<file path="src/rtl/crt_recon_883_593.sv">
// Sequential CRT reconstruction: lifts (x mod 883, x mod 593) back to the 19-bit x.
// Uses h = ((r2 - r1) * 883^-1 mod 593) via a 9-step modular double-and-add, then x = r1 + 883*h.
module crt_recon_883_593 (
  input  logic        clk,
  input  logic        rst,
  input  logic [9:0]  din_a,
  input  logic [9:0]  din_b,
  input  logic        in_valid,
  output logic        in_ready,
  output logic [18:0] dout_r,
  output logic        dout_err,
  output logic        out_valid,
  input  logic        out_ready
);

  typedef enum logic [2:0] {
    S_IDLE = 3'd0,
    S_PREP = 3'd1,
    S_MUL  = 3'd2,
    S_FIN  = 3'd3,
    S_DONE = 3'd4
  } state_t;

  // 883^-1 mod 593 = 456, zero-extended so a 4-bit index never leaves the vector
  localparam logic [15:0] K_BITS = 16'h01C8;

  state_t state_r;
  state_t state_nxt;
  logic   in_ready_nxt;
  logic   out_valid_nxt;

  logic [9:0]  r1_r;
  logic [9:0]  r2_r;
  logic [10:0] d_r;
  logic        err_r;
  logic [10:0] acc_r;
  logic [3:0]  idx_r;

  logic [9:0]  r1f_s;
  logic [10:0] diff_s;
  logic [10:0] d_s;
  logic        err_s;
  logic        k_bit_s;
  logic [10:0] dbl_s;
  logic [10:0] dbl_m_s;
  logic [10:0] add_s;
  logic [10:0] add_m_s;
  logic [10:0] acc_nxt_s;
  logic [18:0] h_s;
  logic [18:0] result_s;

  // state register
  always_ff @(posedge clk) begin
    if (rst) state_r <= S_IDLE;
    else     state_r <= state_nxt;
  end

  // next-state logic
  always_comb begin
    state_nxt = state_r;
    case (state_r)
      S_IDLE: if (in_valid) state_nxt = S_PREP; else state_nxt = S_IDLE;
      S_PREP: state_nxt = S_MUL;
      S_MUL:  if (idx_r == 4'd0) state_nxt = S_FIN; else state_nxt = S_MUL;
      S_FIN:  state_nxt = S_DONE;
      S_DONE: if (out_ready) state_nxt = S_IDLE; else state_nxt = S_DONE;
      default: state_nxt = S_IDLE;
    endcase
  end

  // handshake outputs are decoded from the upcoming state so they can be registered
  always_comb begin
    in_ready_nxt  = (state_nxt == S_IDLE);
    out_valid_nxt = (state_nxt == S_DONE);
  end

  // registered handshake outputs
  always_ff @(posedge clk) begin
    if (rst) begin
      in_ready  <= 1'b1;
      out_valid <= 1'b0;
    end else begin
      in_ready  <= in_ready_nxt;
      out_valid <= out_valid_nxt;
    end
  end

  // modular arithmetic for PREP, MUL and FIN; every intermediate stays below 2*593
  always_comb begin
    if (r1_r >= 10'd593) r1f_s = r1_r - 10'd593;
    else                 r1f_s = r1_r;
    diff_s = {1'b0, r2_r} - {1'b0, r1f_s};
    if (r2_r < r1f_s) d_s = diff_s + 11'd593;
    else              d_s = diff_s;
    err_s = (r1_r >= 10'd883) | (r2_r >= 10'd593);

    k_bit_s = K_BITS[idx_r];
    dbl_s   = {acc_r[9:0], 1'b0};
    if (dbl_s >= 11'd593) dbl_m_s = dbl_s - 11'd593;
    else                  dbl_m_s = dbl_s;
    add_s = dbl_m_s + d_r;
    if (add_s >= 11'd593) add_m_s = add_s - 11'd593;
    else                  add_m_s = add_s;
    if (k_bit_s) acc_nxt_s = add_m_s;
    else         acc_nxt_s = dbl_m_s;

    // 883 = 512+256+64+32+16+2+1; the exact sum never exceeds 523618, so 19 bits lose nothing
    h_s      = {8'd0, acc_r};
    result_s = {9'd0, r1_r} + (h_s << 5'd9) + (h_s << 5'd8) + (h_s << 5'd6)
             + (h_s << 5'd5) + (h_s << 5'd4) + (h_s << 5'd1) + h_s;
  end

  // datapath registers
  always_ff @(posedge clk) begin
    if (rst) begin
      r1_r     <= 10'd0;
      r2_r     <= 10'd0;
      d_r      <= 11'd0;
      err_r    <= 1'b0;
      acc_r    <= 11'd0;
      idx_r    <= 4'd0;
      dout_r   <= 19'd0;
      dout_err <= 1'b0;
    end else begin
      case (state_r)
        S_IDLE: begin
          if (in_valid) begin
            r1_r <= din_a;
            r2_r <= din_b;
          end
        end
        S_PREP: begin
          // bad inputs multiply a zero so the accumulator invariant still holds
          d_r   <= err_s ? 11'd0 : d_s;
          err_r <= err_s;
          acc_r <= 11'd0;
          idx_r <= 4'd8;
        end
        S_MUL: begin
          acc_r <= acc_nxt_s;
          idx_r <= idx_r - 4'd1;
        end
        S_FIN: begin
          dout_r   <= err_r ? 19'd0 : result_s;
          dout_err <= err_r;
        end
        default: begin
          dout_r <= dout_r;
        end
      endcase
    end
  end

endmodule

</file>
<file path="config.mk">
export PLATFORM = sky130hd
export DESIGN_NAME = crt_recon_883_593
export DESIGN_NICKNAME = d
export VERILOG_FILES = /design/src/rtl/crt_recon_883_593.sv
export SDC_FILE = /design/constraint.sdc
export NUM_CORES = 1
export LEC_CHECK = 0
export CAP_MARGIN = 20
export CORE_MARGIN = 5
export CORE_UTILIZATION = 45
export DETAILED_ROUTE_END_ITERATION = 8
export GPL_ROUTABILITY_DRIVEN = 0
export GPL_TIMING_DRIVEN = 0
export PLACE_DENSITY = 0.76
export SYNTH_ARGS = -nofsm -noshare
export SYNTH_HDL_FRONTEND = slang
export SYNTH_SLANG_ARGS = --single-unit
</file>
<file path="constraint.sdc">
create_clock -name clk -period 12.8 [get_ports clk]
set_input_delay 2.56 -clock clk [delete_from_list [all_inputs] [get_ports clk]]
set_output_delay 2.56 -clock clk [all_outputs]
set_load 0.01 [all_outputs]
</file>
==> impl_metrics.csv <==
group,metric,value,unit
status,outcome,"completed",
cts,htree_levels,3,
critical_path,reg2reg_depth,14,
global_route,grt_max_degree,13,
pwr,irDropWorstVdd,0.1301,mV
routing,drt_iter0_drc,296,
synth,yosysUniqueCellTypes,72,
critical_path,crit_buf_inv,2,
timing,fmax,192.7,MHz
critical_path,worstSetupPathType,"reg -> reg",
synth,synth_nets,952,
synth,yosysSeqAreaShare,21.24,%
global_route,grt_pass1_vias,5479,
routing,wl_per_cell,14.80,um
floorplanning,io_pins,46,
critical_path,end_kind,"register",
global_route,grt_pass1_wl,25920,um
cts,clock_sinks,73,
timing,hold_violations,0,
cts,clockBufferDepth,2,
routing,drc,0,
timing,setup-violations-final,0,
cts,hold_buffers,0,
cts,clkTransAtPathRegs,0.06,ns
cts,cts_resized,0,
worst_hold_path,hold_path.class,"reg -> reg",
synth,synth_flop_cell,"dfxtp_1",
cells_and_area,area_growth,14.33,%
floorplanning,start_util,45.60,%
critical_path,cp_cell_sequence,"inv_1 > fa_1 > fa_1 > inv_1 > fa_1 > ha_1 > ha_1 > o21ai_0 > a21boi_0 > o21ai_0 > a21oi_1 > a31oi_1 > o21ai_0 > o311ai_0",
critical_path,slowest_stage,"dfxtp_1",
cells_and_area,stdcell_count,1042,
timing,min_period,5.190,ns
timing,maxSlewViolCount,0,
cts,cts-root-buf,"clkbuf_16",
job,max_cap_violations,0,
synth,async_flop_share,0,%
timing,setup_tns,0,ns
critical_path,arrival,5.37,ns
floorplanning,num_rows,45,
global_route,grt.overflow.total,0,
cells_and_area,utilization,52.13,%
global_route,grt_antenna_before_repair,0,
cts,numCtsBuffers,9,
cells_and_area,register_area,0.001461,mm2
critical_path,crit_family,"adder cells",
synth,ys_ff_latch,73,
worst_hold_path,hold_path_depth,2,
placed_design,placed_cells,1026,
routing,totalWireLength,15420,um
pwr,power.leakage,0.003421,uW
timing,post-route-period-util,40.55,%
synth,syn_inst,793,
synth,ys.warnings.count,0,
timing,relSlewSlack,48.33,%
cts,clk_latency,0.34,ns
critical_path,cp.depth,14,
critical_path,crit_fanout,9,
cells_and_area,fillers,1433,
cells_and_area,nets,1009,
global_route,grtUsageTotal,17.51,%
floorplanning,fp.dieH,133.7,um
routing,vias,5730,
floorplanning,coreArea,0.01509,mm2
pwr,power.total,1050,uW
synth,syn_area,0.006880,mm2
routing,firstDrtPassIters,5,
floorplanning,die-area,0.01786,mm2
timing,rsz0062_at_grt,"no",
critical_path,setup.worst_path.start_class,"register",
critical_path,cp_data_required_time,12.98,ns
routing,via_per_inst,5.499,
timing,worst_pin_slew,0.7653,ns
synth,synth-edff-count,0,
critical_path,cpPeakStageDelay,0.73,ns
cts,cts_tree,"done",
timing,skew,0.009600,ns
floorplanning,die_w,133.7,um
cells_and_area,diodes,0,
cts,postCtsSetupRepairBufs,0,
pwr,power.density,133.5,mW/mm2
placed_design,dp_hpwl,12330,um
cells_and_area,drive_gt1_share,4.450,%
cells_and_area,multi_input_area,0.005074,mm2
placed_design,io_buffers,45,
synth,syn-mean-instance-area,8.676,um2
routing,final_antenna_net_count,0,
[area by class of cell]
class	count	area share, %
buffer	26	1.384
clock buffer	10	3.038
clock inverter	5	0.7158
inverter	63	3.006
multi-input combinational	631	64.50
sequential	73	18.58
tap	188	2.990
timing repair buffer	46	5.790
[final timing paths]
check	start	to	slack, ns
max	acc_r[2]	dout_r[18]	7.61
min	d_r[3]	d_r[3]	0.47
max reg2reg	acc_r[2]	dout_r[18]	7.61
min reg2reg	d_r[3]	d_r[3]	0.47
[tightest hold or removal path: stages (launching register included)]
cell,delay (ns)
dfxtp_1,0.33
nand2_1,0.05
o21ai_0,0.06
[cell families (layout without fill, tap and decap cells)]
group / count (synthesis) / in the layout / share of synthesized area (%)
buffers and inverters: 89 / 150 / 5.019
adders and majority gates: 135 / 135 / 30.11
xor gates and xnor gates: 54 / 54 / 6.874
muxes: 7 / 7 / 1.018
AOI/OAI and AO/OA: 195 / 195 / 19.39
and+or+nand+nor: 240 / 240 / 16.35
DFF: 73 / 73 / 21.24
[Yosys cell counts (all sizes together), types with 15 or more instances]
cell type / count / share of area (%)
xnor2: 45 / 5.7
nor3: 17 / 1.3
fa: 51 / 15
ha: 84 / 15
nand2: 88 / 4.8
nor2: 68 / 3.7
dfxtp: 73 / 21
a22oi: 15 / 1.6
o21ai: 35 / 2.5
inv: 63 / 3.4
a21oi: 63 / 4.7
clkbuf: 20 / 1.1
[placed cells by master, fill, tap and decap left out, types with 6 or more instances in the layout]
cell type / Yosys / layout
nand2_1: 88 / 88
ha_1: 84 / 84
dfxtp_1: 73 / 73
nor2_1: 68 / 68
inv_1: 63 / 63
a21oi_1: 61 / 61
fa_1: 51 / 51
xnor2_1: 45 / 45
clkdlybuf4s50_1: 0 / 45
o21ai_0: 30 / 30
clkbuf_1: 20 / 20
nor3_1: 16 / 16
a22oi_1: 15 / 15
nor2b_1: 10 / 10
a21o_1: 10 / 10
nand3_1: 9 / 9
xor2_1: 9 / 9
clkbuf_16: 0 / 9
a31oi_1: 8 / 8
mux2i_1: 7 / 7
nor4_1: 7 / 7
nor3b_1: 7 / 7
o21a_1: 7 / 7
nand3b_1: 6 / 6
[where the power goes]
| group | switching, uW | internal [uW] |
|---|---|---|
| clock | 99.9 | 155 |
| sequential | 32.1 | 253 |
| combinational | 287 | 224 |
| total | 419 | 631 |
[state kept, by name (all words and copies together), names as in the netlist]
| register | cells |
|---|---|
| acc_r | 11 |
| d_r | 11 |
| dout_err | 1 |
| dout_r | 19 |
| err_r | 1 |
| idx_r | 4 |
| in_ready | 1 |
| k_bit_s | 1 |
| out_valid | 1 |
| r1_r | 10 |
| r2_r | 10 |
| state_r | 3 |
[stage by stage]
step	instance area, um2	setup WS, ns	hold slack, ns
detailed placement	7566	7.747	0.4590
CTS	7861	7.687	0.4751
global route	7866	7.325	0.4934
global placement	7566	7.802	0.4555
finish	7866	7.610	0.4700
floorplan	6880	8.332	0.4315
[per-layer routing]
layer	vias to the layer above	global-route usage [%]	wire length, um
li1	2889	-	-
met1	2702	23.87	7364
met2	119	29.09	7196
met3	20	2.002	608
met4	0	5.657	255
met5	-	0	0
No activity file was read; power rests on OpenSTA's default activity.
